$ cat src/rtl/thumb_fetch_pkg.sv
// Shared fetch-side definitions: fetch FSM states and the Thumb-2 32-bit
// instruction prefixes (top five bits of the first halfword).
package thumb_fetch_pkg;

    typedef enum logic [0:0] {
        ST_IDLE = 1'b0,
        ST_RUN  = 1'b1
    } fetch_state_t;

    localparam logic [4:0] PFX32_A = 5'b11101;
    localparam logic [4:0] PFX32_B = 5'b11110;
    localparam logic [4:0] PFX32_C = 5'b11111;

    function automatic logic is_32bit(input logic [15:0] hw);
        return (hw[15:11] == PFX32_A) || (hw[15:11] == PFX32_B) || (hw[15:11] == PFX32_C);
    endfunction

endpackage

$ cat src/rtl/thumb_prefetch_queue_hw_queue.sv
// Halfword circular buffer: up to two pushes and two pops per cycle, flush clears.
// Latency: pushed entries visible at hw0/hw1 the cycle after the push; no bypass.
// Backpressure: none internally; the caller never pushes beyond free space.
module hw_queue #(
    parameter int DEPTH = 4
) (
    input  logic                     clk,
    input  logic                     rst,
    input  logic                     flush,
    input  logic [1:0]               push_cnt,
    input  logic [15:0]              push_lo,
    input  logic [15:0]              push_hi,
    input  logic [1:0]               pop_cnt,
    output logic [15:0]              hw0,
    output logic [15:0]              hw1,
    output logic [$clog2(DEPTH):0]   count
);

    localparam int PTR_W = $clog2(DEPTH);
    localparam int OCC_W = PTR_W + 1;

    logic [15:0]      mem [DEPTH];
    logic [PTR_W-1:0] rd_ptr;
    logic [PTR_W-1:0] wr_ptr;

    // Storage needs no reset: count gates what is ever considered valid.
    always_ff @(posedge clk) begin
        if (push_cnt != 2'd0) begin
            mem[wr_ptr] <= push_lo;
        end
        if (push_cnt == 2'd2) begin
            mem[wr_ptr + PTR_W'(1)] <= push_hi;
        end
    end

    always_ff @(posedge clk or negedge rst) begin
        if (!rst) begin
            rd_ptr <= '0;
            wr_ptr <= '0;
            count  <= '0;
        end else if (flush) begin
            rd_ptr <= '0;
            wr_ptr <= '0;
            count  <= '0;
        end else begin
            rd_ptr <= rd_ptr + PTR_W'(pop_cnt);
            wr_ptr <= wr_ptr + PTR_W'(push_cnt);
            count  <= count + OCC_W'(push_cnt) - OCC_W'(pop_cnt);
        end
    end

    assign hw0 = mem[rd_ptr];
    assign hw1 = mem[rd_ptr + PTR_W'(1)];

endmodule

$ cat src/rtl/thumb_prefetch_queue.sv
// Thumb prefetch queue: word ROM fetch into a halfword queue, 16/32-bit decode split; PREFETCH_PERF_EN adds stall/flush counters.
// Latency: first inst_valid two cycles after its rom_req (response pushed, no bypass).
// Backpressure: inst_ready=0 holds the head stable; fetch stops once free space < 2 halfwords.
module thumb_prefetch_queue
    import thumb_fetch_pkg::*;
#(
    parameter int                ADDR_W   = 16,
    parameter int                DEPTH    = 4,
    parameter logic [ADDR_W-1:0] RESET_PC = '0
) (
    input  logic                   clk,
    input  logic                   rst,
    input  logic                   fetch_en,
    output logic                   rom_req,
    output logic [ADDR_W-1:0]      rom_addr,
    input  logic [31:0]            rom_rdata,
    output logic                   inst_valid,
    input  logic                   inst_ready,
    output logic [31:0]            inst_data,
    output logic                   inst_is32,
    output logic [ADDR_W-1:0]      inst_pc,
    input  logic                   redirect_valid,
    input  logic [ADDR_W-1:0]      redirect_pc,
    output logic [$clog2(DEPTH):0] occupancy
`ifdef PREFETCH_PERF_EN
    ,
    output logic [15:0]            stall_cnt,
    output logic [15:0]            flush_cnt
`endif
);

    localparam int OCC_W = $clog2(DEPTH) + 1;

    fetch_state_t      state_q;
    fetch_state_t      state_d;
    logic [ADDR_W-1:0] fetch_addr_q;
    logic [ADDR_W-1:0] pc_q;
    logic              inflight_q;
    logic              skip_q;

    logic [OCC_W-1:0]  occ;
    logic [OCC_W:0]    need;
    logic              space_ok;
    logic [15:0]       hw0;
    logic [15:0]       hw1;
    logic              hw0_is32;
    logic              fire;
    logic              resp_ok;
    logic [1:0]        push_cnt;
    logic [1:0]        pop_cnt;
    logic [15:0]       push_lo;
    logic              unused_pc_bit;

    assign unused_pc_bit = redirect_pc[0];

    always_ff @(posedge clk or negedge rst) begin
        if (!rst) begin
            state_q <= ST_IDLE;
        end else begin
            state_q <= state_d;
        end
    end

    always_comb begin
        state_d = state_q;
        case (state_q)
            ST_IDLE: if (fetch_en)  state_d = ST_RUN;
            ST_RUN:  if (!fetch_en) state_d = ST_IDLE;
            default: state_d = ST_IDLE;
        endcase
    end

    // An outstanding request already owns two halfwords of free space.
    assign need     = (OCC_W+1)'(occ) + (inflight_q ? (OCC_W+1)'(4) : (OCC_W+1)'(2));
    assign space_ok = need <= (OCC_W+1)'(DEPTH);
    assign rom_req  = (state_q == ST_RUN) && space_ok && !redirect_valid;
    assign rom_addr = fetch_addr_q;

    assign hw0_is32   = is_32bit(hw0);
    assign inst_valid = hw0_is32 ? (occ >= OCC_W'(2)) : (occ >= OCC_W'(1));
    assign fire       = inst_valid && inst_ready;
    assign pop_cnt    = fire ? (hw0_is32 ? 2'd2 : 2'd1) : 2'd0;

    // A redirect in the response cycle kills that response.
    assign resp_ok  = inflight_q && !redirect_valid;
    assign push_cnt = !resp_ok ? 2'd0 : (skip_q ? 2'd1 : 2'd2);
    assign push_lo  = skip_q ? rom_rdata[31:16] : rom_rdata[15:0];

    always_ff @(posedge clk or negedge rst) begin
        if (!rst) begin
            fetch_addr_q <= {RESET_PC[ADDR_W-1:2], 2'b00};
            pc_q         <= {RESET_PC[ADDR_W-1:1], 1'b0};
            inflight_q   <= 1'b0;
            skip_q       <= RESET_PC[1];
        end else begin
            inflight_q <= rom_req;
            if (redirect_valid) begin
                fetch_addr_q <= {redirect_pc[ADDR_W-1:2], 2'b00};
                pc_q         <= {redirect_pc[ADDR_W-1:1], 1'b0};
                skip_q       <= redirect_pc[1];
            end else begin
                if (rom_req) begin
                    fetch_addr_q <= fetch_addr_q + ADDR_W'(4);
                end
                if (fire) begin
                    pc_q <= pc_q + (hw0_is32 ? ADDR_W'(4) : ADDR_W'(2));
                end
                if (resp_ok) begin
                    skip_q <= 1'b0;
                end
            end
        end
    end

    hw_queue #(
        .DEPTH (DEPTH)
    ) u_hw_queue (
        .clk      (clk),
        .rst      (rst),
        .flush    (redirect_valid),
        .push_cnt (push_cnt),
        .push_lo  (push_lo),
        .push_hi  (rom_rdata[31:16]),
        .pop_cnt  (pop_cnt),
        .hw0      (hw0),
        .hw1      (hw1),
        .count    (occ)
    );

    assign inst_data = hw0_is32 ? {hw0, hw1} : {16'h0000, hw0};
    assign inst_is32 = hw0_is32;
    assign inst_pc   = pc_q;
    assign occupancy = occ;

`ifdef PREFETCH_PERF_EN
    always_ff @(posedge clk or negedge rst) begin
        if (!rst) begin
            stall_cnt <= '0;
            flush_cnt <= '0;
        end else begin
            if (inst_ready && !inst_valid && (stall_cnt != 16'hFFFF)) begin
                stall_cnt <= stall_cnt + 16'd1;
            end
            if (redirect_valid && (flush_cnt != 16'hFFFF)) begin
                flush_cnt <= flush_cnt + 16'd1;
            end
        end
    end
`endif

endmodule

$ cat config.mk
export PLATFORM = sky130hd
export DESIGN_NAME = thumb_prefetch_queue
export DESIGN_NICKNAME = d
export VERILOG_FILES = /design/src/rtl/thumb_fetch_pkg.sv /design/src/rtl/thumb_prefetch_queue_hw_queue.sv /design/src/rtl/thumb_prefetch_queue.sv
export SDC_FILE = /design/constraint.sdc
export NUM_CORES = 1
export LEC_CHECK = 0
export CORE_ASPECT_RATIO = 2
export CORE_MARGIN = 2
export CORE_UTILIZATION = 30
export DETAILED_ROUTE_END_ITERATION = 8
export MAX_ROUTING_LAYER = met4
export PLACE_DENSITY = 0.47
export SLEW_MARGIN = 0
export SYNTH_ARGS = -nofsm -noshare
export SYNTH_HDL_FRONTEND = slang
export SYNTH_SLANG_ARGS = --single-unit
$ cat constraint.sdc
create_clock -name clk -period 6.75 [get_ports clk]
set_clock_uncertainty 0.1 [all_clocks]
set_input_delay 0.675 -clock clk [delete_from_list [all_inputs] [get_ports clk]]
set_output_delay 0.675 -clock clk [all_outputs]
set_load 0.03 [all_outputs]
* After elaboration in Yosys (flattened, before gate mapping)
Memories as Yosys holds them, arrays and structs flattened.
Index checks and enable logic that the tools add are counted.
Widths: inputs -> output; s select.
** Word-level totals
- Flip-flop bits (word level) :: 42
- Bits in latches :: 0
- Bits in writable memories :: 64
- ROM bits :: 0
- Bits of input ports :: 53
- Output and inout bits :: 70
- Word-level logic and storage cells :: 59
- Memories kept :: 1
** Operators by class
- Add/sub/neg operators :: 9
- $mul :: 0
- Div/mod/pow operators :: 0
- Magnitude comparators :: 3
- Equal/unequal tests :: 4
- Shift operators :: 0
- Muxes and demuxes :: 23
- Bitwise logic cells :: 0
- Reductions and logical operators :: 11
** Memories
- u_hw_queue.mem :: depth 4, bits a word 16, rd ports 2, clocked after memory_dff 0, wr ports 2, RTL line thumb_prefetch_queue_hw_queue.sv:22 : logic [15:0] mem [DEPTH];
** Operator list (count)
- $mux 16 :: 5
- $mux 32 :: 1
- $add 16x3->16 :: 1
- $add 16x3->16 const B :: 1
- $eq 5x5->1 const B :: 3
- $mux 2 :: 6
- $mux 3 :: 3
- $mux 1 :: 8
- $reduce_bool 2->1 :: 4
- $add 2x1->2 const B :: 2
- $add 2x2->2 :: 2
- $add 3x3->4 :: 1
- $le 4x3->1 const B :: 1
- $logic_and 1x1->1 :: 4
- $add 3x2->3 :: 1
- $ge 3x1->1 const B :: 1
- $ge 3x2->1 const B :: 1
- $sub 3x2->3 :: 1
- $eq 2x2->1 const B :: 1
- $logic_or 1x1->1 :: 2
- $logic_not 1->1 :: 1

* Logic depth before layout (Yosys ltp)
Gate-level depths: netlist of the first run.
An unclocked memory read counts as a cell.
- Depth after elaboration :: 9
- Mapped depth :: 14

* Modules after synthesis
Synthesis of the first run repeated with hierarchy kept, for this count alone.
** Unflattened totals
- Cells, all modules :: 505
- Area total of the unflattened synthesis :: 6411.1 um^2
** Modules (own cells, without submodules)
- hw_queue :: instances 1, cells each 216, area each 4015.1 um^2, seq. area each 2097.0 um^2
- thumb_prefetch_queue :: instances 1, cells each 289, area each 2396.0 um^2, seq. area each 800.8 um^2

* Worst setup path before layout of the first run
Ideal clock, no wire load.
- Path type :: flip-flop to flip-flop
- From :: register u_hw_queue.rd_ptr[0]
- To :: register pc_q[8] (netlist: inst_pc[8])
- Setup time :: 82 ps
- Arrival time :: 3460 ps
- Data required time :: 6568 ps
- Path slack :: 3108 ps
- Stages on the path, launching flop included :: 12
- Buffers on the path :: 2
- Period minus slack after synthesis :: 3642 ps
- Cells stage by stage :: dfrtp_1 -> buf_6 -> inv_4 -> mux4_2 -> buf_4 -> nor3_1 -> ha_1 -> a21o_1 -> nand3_1 -> nor2_1 -> or3b_2 -> a31oi_1
** Between the ends
- Longest elaborated chain between the ends :: 8
- Elaborated cells on any way between the ends :: 13
- Those cells by class :: add/sub (1); eq/ne (3); mux (4); reduce/logical (4); memory (1)
** RTL lines
- from (decl) :: RTL line thumb_prefetch_queue_hw_queue.sv:23 : logic [PTR_W-1:0] rd_ptr;
- from (signal assigned) :: RTL line thumb_prefetch_queue_hw_queue.sv:46 : rd_ptr <= rd_ptr + PTR_W'(pop_cnt);
- $mem_v2 4x16 (*)
- $eq 5x5->1 :: RTL line thumb_fetch_pkg.sv:15 : return (hw[15:11] == PFX32_A) || (hw[15:11] == PFX32_B) || (hw[15:11] == PFX32_C);
- $logic_or 1x1->1 :: RTL line thumb_fetch_pkg.sv:15
- $logic_or 1x1->1 (*) :: RTL line thumb_fetch_pkg.sv:15
- net inst_is32 :: RTL line thumb_prefetch_queue.sv:20 : output logic inst_is32,
- $mux 3 :: RTL line thumb_prefetch_queue.sv:106 : pc_q <= pc_q + (hw0_is32 ? ADDR_W'(4) : ADDR_W'(2));
- $add 16x3->16 :: RTL line thumb_prefetch_queue.sv:106
- $mux 16 :: RTL line thumb_prefetch_queue.sv:105 : if (fire) begin
- $mux 16 :: RTL line thumb_prefetch_queue.sv:97 : if (redirect_valid) begin
- to (signal assigned) :: RTL line thumb_prefetch_queue.sv:92 : pc_q <= {RESET_PC[ADDR_W-1:1], 1'b0};
- to (signal assigned) :: RTL line thumb_prefetch_queue.sv:99 : pc_q <= {redirect_pc[ADDR_W-1:1], 1'b0};
- to (signal assigned) :: RTL line thumb_prefetch_queue.sv:106
- to (decl) :: RTL line thumb_prefetch_queue.sv:37 : logic [ADDR_W-1:0] pc_q;
Mark *: on every way through the listed nets, which the timed path passes. The rest lies on a longest branch. The select of a mux whose other input is x is not followed.
A chain may end at the register's enable or synchronous reset.

* Final worst setup path of the first run
- From :: register u_hw_queue.rd_ptr[1]
- To :: output inst_data[11]
** Between the ends
- Longest elaborated chain between the ends :: 5
- Elaborated cells on any way between the ends :: 8
- Those cells by class :: add/sub (1); eq/ne (3); mux (1); reduce/logical (2); memory (1)
** RTL lines
- $mem_v2 4x16 (*)
- $eq 5x5->1 :: RTL line thumb_fetch_pkg.sv:15
- $logic_or 1x1->1 (2 in a row) :: RTL line thumb_fetch_pkg.sv:15
- $mux 32 (*) :: RTL line thumb_prefetch_queue.sv:130 : assign inst_data = hw0_is32 ? {hw0, hw1} : {16'h0000, hw0};
- to (decl) :: RTL line thumb_prefetch_queue.sv:19 : output logic [31:0] inst_data,
Mark *: on every way between the ends. The rest lies on a longest branch, timed or not.

==> results of run 1 <==
[report_power, final]
part | leakage (nW) | switching [mW] | internal, mW | total, mW
Combinational | 2.00 | 0.991 | 0.677 | 1.67
Clock | 0.120 | 0.250 | 0.248 | 0.498
Sequential | 1.04 | 0.112 | 0.758 | 0.870
Total | 3.16 | 1.35 | 1.68 | 3.04
[layout make-up]
| class | instances | area (um2) |
|---|---|---|
| clock inverter | 6 | 37.5 |
| timing repair buffer | 134 | 1300 |
| multi-input combinational | 435 | 3620 |
| tap | 280 | 350 |
| sequential | 103 | 2900 |
| inverter | 46 | 175 |
| clock buffer | 10 | 229 |
| fill | 2318 | 14000 |
[through the flow]
stage	total power [mW]	utilization, %	cells	hold slack [ps]
floorplan	1.96	-	633	279
global placement	2.54	36.8	998	474
detailed placement	2.56	36.8	998	480
CTS	3.08	38.0	1014	385
global route	3.20	38.0	1014	433
finish	3.04	38.0	1014	353
[per-layer routing]
metal | vias to the layer above | share of wire (%)
met2 | 160 | 58
met3 | 28 | 3.8
met1 | 2853 | 36
met5 | - | 0
li1 | 2624 | -
met4 | 0 | 2.7
[Yosys cell counts (all sizes together) (4+ instances only)]
library cell  instances  area share [%]
a21o                  6            0.65
a211oi               18             2.0
nand3                10            0.73
and3                  8            0.73
a2bb2oi              14             1.8
a21oi                13            0.95
dfrtp                39              14
nand2                31             1.7
o21ai                 6            0.44
a31o                 15             1.9
a221oi               17             2.2
xnor2                14             1.8
mux4                  5             1.6
nor2                 32             1.7
ha                    8             1.5
a21boi                4            0.44
a311oi               16             2.3
mux2i                18             2.6
nor2b                10            0.91
edfxtp               64              28
a31oi                 5            0.76
nand2b                4            0.36
buf                  21             1.9
clkbuf               28             1.5
o31ai                 4            0.64
and2                  7            0.64
o211a                13             1.9
a2111oi               4            0.51
mux2                 69              11
o221a                14             2.3
inv                  46             2.5
nor4                  6            0.55
fa                    4             1.2
nand4                 6            0.55
nor3                 19             1.5
[registers in the layout (all words and copies together) (netlist names)]
signal and count:
inst_pc 15, inflight_q 1, u_hw_queue.rd_ptr 2, state_q 1, skip_q 1, rom_addr 14
u_hw_queue.count 3, u_hw_queue.mem 64, u_hw_queue.wr_ptr 2
[placed cells by master, fill, tap and decap left out, types with 8 or more instances in the layout]
| master | Yosys | layout |
|---|---|---|
| sky130_fd_sc_hd__o211a_1 | 13 | 13 |
| sky130_fd_sc_hd__clkdlybuf4s50_1 | 0 | 117 |
| sky130_fd_sc_hd__buf_4 | 8 | 16 |
| sky130_fd_sc_hd__and3_1 | 8 | 8 |
| sky130_fd_sc_hd__nor2_1 | 32 | 32 |
| sky130_fd_sc_hd__inv_1 | 43 | 43 |
| sky130_fd_sc_hd__a311oi_1 | 15 | 15 |
| sky130_fd_sc_hd__mux2i_1 | 18 | 18 |
| sky130_fd_sc_hd__xnor2_1 | 14 | 14 |
| sky130_fd_sc_hd__nand3_1 | 10 | 10 |
| sky130_fd_sc_hd__a21oi_1 | 13 | 11 |
| sky130_fd_sc_hd__a31o_2 | 15 | 15 |
| sky130_fd_sc_hd__nor3_1 | 18 | 17 |
| sky130_fd_sc_hd__o221a_2 | 14 | 14 |
| sky130_fd_sc_hd__nor2b_1 | 10 | 10 |
| sky130_fd_sc_hd__edfxtp_1 | 64 | 64 |
| sky130_fd_sc_hd__a2bb2oi_1 | 14 | 14 |
| sky130_fd_sc_hd__clkbuf_16 | 0 | 9 |
| sky130_fd_sc_hd__ha_1 | 8 | 8 |
| sky130_fd_sc_hd__nand2_1 | 31 | 31 |
| sky130_fd_sc_hd__mux2_2 | 69 | 69 |
| sky130_fd_sc_hd__dfrtp_1 | 39 | 37 |
| sky130_fd_sc_hd__a211oi_1 | 18 | 18 |
| sky130_fd_sc_hd__a221oi_1 | 17 | 17 |
[final timing paths]
check,start,endpoint,slack (ps)
setup / recovery,u_hw_queue.rd_ptr[1]$_DFF_PN0_,inst_data[11],1670
hold / removal,rst,state_q$_DFF_PN0_,350
setup reg to reg,u_hw_queue.rd_ptr[1]$_DFF_PN0_,inst_pc[15]$_DFFE_PN0N_,1820
hold reg to reg,rom_addr[15]$_DFFE_PN0N_,rom_addr[15]$_DFFE_PN0N_,490
max in group asynchronous,rst,u_hw_queue.rd_ptr[0]$_DFF_PN0_,5540
min in group clk,rom_addr[15]$_DFFE_PN0N_,rom_addr[15]$_DFFE_PN0N_,490
[cells by family (layout without fill, tap and decap cells)]
kind of cell	after synthesis	in the layout	synth area share, %
flops	103	103	42.1
fa+ha+maj	12	12	2.62
simple gates	144	144	10.6
mux	92	92	15.5
buf+inv	95	196	5.98
compound gates	167	167	20.9
other cells	1	3	0.0545
xor+xnor	17	17	2.16
==> run summary, run 1 <==
synth unique cells: 65
ys async rst share: 37.9%
number of inserted diodes: 0
worst slack after detailed placement: 1860 ps
reported leakage power: 3.16 nW
count of cells resized by post-cts repair: 0
Post-DP Area: 8340 um2
Final Critical Period: 5080 ps
reg2reg path depth: 14
CTS buffer count: 9
Fin. Hold Viols: 0
standard-cell row count: 78
relative slew slack: 35.9%
Total GRT Usage: 18.7%
slowest stage cell on the critical path: sky130_fd_sc_hd__clkdlybuf4s50_1
met3 capacity usage during global routing: 3.30%
Remaining Overflow, GRT: 0
Post-CTS Setup Bufs: 0
proportion of layout cells with a drive suffix above 1: 20.8%
Starting Density: 30.4%
peak clock frequency supported by timing: 197 MHz
cells traversed along the worst timing path: buf_4 > inv_1 > mux4_2 > a31oi_4 > a221oi_1 > a2bb2oi_1 > clkdlybuf4s50_1
Root Buffer Master: sky130_fd_sc_hd__clkbuf_16
starting DRC count in detailed routing: 372
post-route worst setup slack: 1670 ps
Setup TNS: 0 ps
CTS sink count: 103
Setup crit end kind: output pin
largest incremental delay on the critical path: 740 ps
number of global-route vias before repair: 5982
Critical Path Source Type: flop
post-detailed-route count of antenna-violating nets: 0
number of enable flip-flop cells after synthesis: 64
number of pins exceeding their max-slew limit in the final report: 0
Total Nets Final: 794
Final GP Congestion: 0.823
RSZ-0062 raised after global routing: false
slew at the pin with the worst max-slew slack: 962 ps
vertical extent of the die: 218 um
per-cell routed wire length: 21.7 um
HPWL Detailed: 15400 um
post-synthesis instance area: 6880 um2
peak supply drop: 170 uV
GRT met1 Usage: 17.8%
#FFs+latches synth: 103
total routed wirelength: 22000 um
area grow syn2layout: 25.1%
number of buffers added to fix hold violations after cts: 0
DR vias: 5665
initial antenna violation count: 0
count of buffer and inverter cells on the critical path: 3
Crit path max-delay family: buffers and inverters
design area: 8610 um2
deepest level of the CTS H-tree: 3
pin count of the biggest net entering global routing: 54
Gate Count Post-Synth: 631
wire length of the first global-routing pass: 33700 um
share of synthesized area occupied by flip-flops and latches: 42.1%
predominant post-synthesis flop cell: sky130_fd_sc_hd__edfxtp_1
number of optimization iterations in the first detailed-route pass: 4
clock transition at the register clock pins on the worst setup and hold paths after CTS: 70 ps
Maximum Capacitance Violations: 0
full die area: 24200 um2
area inside the core boundary: 22600 um2
final setup vio count: 0
class of the tightest hold or removal check: in2async
average footprint of a synthesized cell: 10.9 um2
Worst path depth: 7
M2 GR Usage: 37.0%
routed via count divided by cell count: 5.59
WP data arrival: 4310 ps
status: complete, no violations
Port Buffer Count: 118
DRC violation count after routing: 0
type of the worst setup path: reg2out
Critical Path Fanout Max: 45
grt peak-use layer: met2
clock insertion delay at the later pin of the skew report: 370 ps
CTS tree: built
Bufs on Longest Clock Path: 2
share of the clock period used by the worst path: 75.3%
horizontal extent of the die: 111 um
total power divided by cell area: 353 nW/um2
required time reported for the critical path endpoint: 5970 ps
boundary pin count: 123
Yosys warning count: 0
No activity file was read; power rests on OpenSTA's default activity.
==> inputs of run 2 (changes only) <==
==> constraint.sdc (replaced) <==
create_clock -name clk -period 4.7 [get_ports clk]
set_clock_uncertainty 0.1 [all_clocks]
set_input_delay 0.47 -clock clk [delete_from_list [all_inputs] [get_ports clk]]
set_output_delay 0.47 -clock clk [all_outputs]
set_load 0.03 [all_outputs]
==> run summary, run 2 (same netlist as run 1, synthesis figures left out) <==
reg2reg path depth: 14 (unchanged)
proportion of layout cells with a drive suffix above 1: 23.1% (was 20.8%)
total power divided by cell area: 526 nW/um2 (was 353 nW/um2)
Starting Density: 30.4% (unchanged)
CP dominant cell by count: sky130_fd_sc_hd__buf_4
commonest non-fill, non-tap cells in the layout: sky130_fd_sc_hd__clkdlybuf4s50_1, sky130_fd_sc_hd__mux2_2, sky130_fd_sc_hd__edfxtp_1 (unchanged)
CTS buffer count: 9 (unchanged)
status: complete, no violations (unchanged)
Root Buffer Master: sky130_fd_sc_hd__clkbuf_16 (unchanged)
wire length of the first global-routing pass: 33900 um (was 33700 um)
flip-flop count of the largest register after layout: 64 (unchanged)
full die area: 24200 um2 (unchanged)
Port Buffer Count: 118 (unchanged)
routed via count divided by cell count: 5.57 (was 5.59)
number of optimization iterations in the first detailed-route pass: 5 (was 4)
area grow syn2layout: 28.3% (was 25.1%)
RSZ-0062 raised after global routing: false (unchanged)
Final Critical Period: 4390 ps
footprint of the multi-input gates: 3600 um2 (was 3620 um2)
WP data arrival: 3820 ps (was 4310 ps)
number of pins exceeding their max-slew limit in the final report: 0 (unchanged)
type of the worst setup path: reg2out (unchanged)
class of the tightest hold or removal check: in2async (unchanged)
Post-DP Area: 8490 um2 (was 8340 um2)
Total Nets Final: 803 (was 794)
post-route core utilization: 39.0% (was 38.0%)
largest reg by FF count: u_hw_queue.mem (unchanged)
Bufs on Longest Clock Path: 2 (unchanged)
initial antenna violation count: 0 (unchanged)
Post-CTS Setup Bufs: 0 (unchanged)
Remaining Overflow, GRT: 0 (unchanged)
pin count of the biggest net entering global routing: 54 (unchanged)
DR vias: 5698 (was 5665)
Setup crit end kind: output pin (unchanged)
largest incremental delay on the critical path: 750 ps (was 740 ps)
Critical Path Fanout Max: 21 (was 45)
number of inserted diodes: 0 (unchanged)
slowest stage cell on the critical path: sky130_fd_sc_hd__clkdlybuf4s50_1 (unchanged)
per-cell routed wire length: 21.6 um (was 21.7 um)
Critical Path Source Type: flop (unchanged)
Fin. Hold Viols: 0 (unchanged)
count of fill cells added during filler insertion: 2278 (was 2318)
Setup TNS: 0 ps (unchanged)
post-detailed-route count of antenna-violating nets: 0 (unchanged)
peak supply drop: 205 uV (was 170 uV)
design area: 8830 um2 (was 8610 um2)
relative slew slack: 35.8% (was 35.9%)
count of cells resized by post-cts repair: 0 (unchanged)
number of global-route vias before repair: 5985 (was 5982)
total area of sequential cells: 2900 um2 (unchanged)
CTS sink count: 103 (unchanged)
final setup vio count: 0 (unchanged)
Maximum Capacitance Violations: 0 (unchanged)
number of buffers added to fix hold violations after cts: 0 (unchanged)
area inside the core boundary: 22600 um2 (unchanged)
total routed wirelength: 22100 um (was 22000 um)
standard-cell row count: 78 (unchanged)
horizontal extent of the die: 111 um (unchanged)
slew at the pin with the worst max-slew slack: 962 ps (about the same)
reg-to-reg startpoint: u_hw_queue.rd_ptr[0]$_DFF_PN0_ (was u_hw_queue.rd_ptr[1]$_DFF_PN0_)
cells traversed along the worst timing path: buf_4 > mux4_2 > inv_2 > nor3_4 > buf_4 > a221oi_1 > a2bb2oi_1 > clkdlybuf4s50_1 (was buf_4 > inv_1 > mux4_2 > a31oi_4 > a221oi_1 > a2bb2oi_1 > clkdlybuf4s50_1)
flop2flop setup slack: 810 ps (was 1820 ps)
starting DRC count in detailed routing: 321 (was 372)
peak clock frequency supported by timing: 228 MHz
CTS tree: built (unchanged)
vertical extent of the die: 218 um (unchanged)
reported leakage power: 3.30 nW (was 3.16 nW)
clock transition at the register clock pins on the worst setup and hold paths after CTS: 70 ps (about the same)
share of the clock period used by the worst path: 93.5%
boundary pin count: 123 (unchanged)
required time reported for the critical path endpoint: 4130 ps (was 5970 ps)
DRC violation count after routing: 0 (unchanged)
HPWL Detailed: 15600 um (was 15400 um)
leading cell type in the layout, fill and taps excluded: sky130_fd_sc_hd__clkdlybuf4s50_1 (unchanged)
Final GP Congestion: 0.798 (was 0.823)
Total GRT Usage: 18.8% (was 18.7%)
clock insertion delay at the later pin of the skew report: 360 ps (was 370 ps)
capture instance of the worst register-to-register path: inst_pc[9]$_DFFE_PN0N_ (was inst_pc[15]$_DFFE_PN0N_)
deepest level of the CTS H-tree: 3 (unchanged)
## run 2: changes by cell type in the layout (fill, tap and decap cells not counted), moves of 2 or more
cell                              previous run  this run
sky130_fd_sc_hd__clkinvlp_4                  3         0
sky130_fd_sc_hd__clkdlybuf4s50_1           117       106
sky130_fd_sc_hd__buf_12                      0        10
sky130_fd_sc_hd__clkinv_1                    0         2
sky130_fd_sc_hd__a31oi_2                     1         3
sky130_fd_sc_hd__bufinv_16                   0         3
sky130_fd_sc_hd__a31oi_4                     3         1
sky130_fd_sc_hd__buf_4                      16        26
## run 2: how the worst max path moves through the flow
stage | from | end | slack, ps
5_1_grt | u_hw_queue.rd_ptr[0]$_DFF_PN0_ | inst_data[4] | 130
4_1_cts | u_hw_queue.rd_ptr[0]$_DFF_PN0_ | inst_data[4] | 280
3_5_place_dp | u_hw_queue.rd_ptr[0]$_DFF_PN0_ | inst_data[4] | 720
2_1_floorplan | u_hw_queue.rd_ptr[0]$_DFF_PN0_ | inst_pc[8]$_DFFE_PN0N_ | 1060
3_3_place_gp | u_hw_queue.rd_ptr[0]$_DFF_PN0_ | inst_data[4] | 710
6_report | u_hw_queue.rd_ptr[0]$_DFF_PN0_ | inst_data[11] | 310
## run 2: area by class of cell
cell class                 instances  share of cell area, %
inverter                          46                   1.98
clock buffer                       9                   2.55
multi-input combinational        435                   40.8
tap                              280                   3.97
sequential                       103                   32.9
clock inverter                     7                   1.26
timing repair buffer             143                   16.6
## run 2: routing by layer
metal	share of wire (%)	vias to the layer above	GRT usage, %
met3	4.0	46	3.16
met2	57	196	36.4
met4	3.2	0	7.28
li1	-	2647	-
met5	0	-	-
met1	36	2809	18.5
## run 2: worst max-delay path: cells and delay by family, from the launching register on
kind	cells	cell delay (ps)
AOI/OAI and AO/OA	2	690
buffers and inverters	4	1500
DFF	1	400
muxes	1	740
and+or+nand+nor	1	130
## run 2: through the flow
| step | power, mW | setup WS, ps | instances | hold slack, ps |
|---|---|---|---|---|
| 2_1_floorplan | 2.82 | 1060 | 633 | 74.4 |
| 3_3_place_gp | 3.77 | 711 | 1007 | 473 |
| 3_5_place_dp | 3.80 | 719 | 1007 | 479 |
| 4_1_cts | 4.70 | 281 | 1023 | 178 |
| 5_1_grt | 4.89 | 128 | 1023 | 226 |
| 6_report | 4.64 | 306 | 1023 | 150 |
## run 2: where the power goes
group / switching, mW / total [mW] / internal (mW)
Clock: 0.352 / 0.869 / 0.517
Sequential: 0.133 / 1.22 / 1.09
Combinational: 1.48 / 2.55 / 1.07
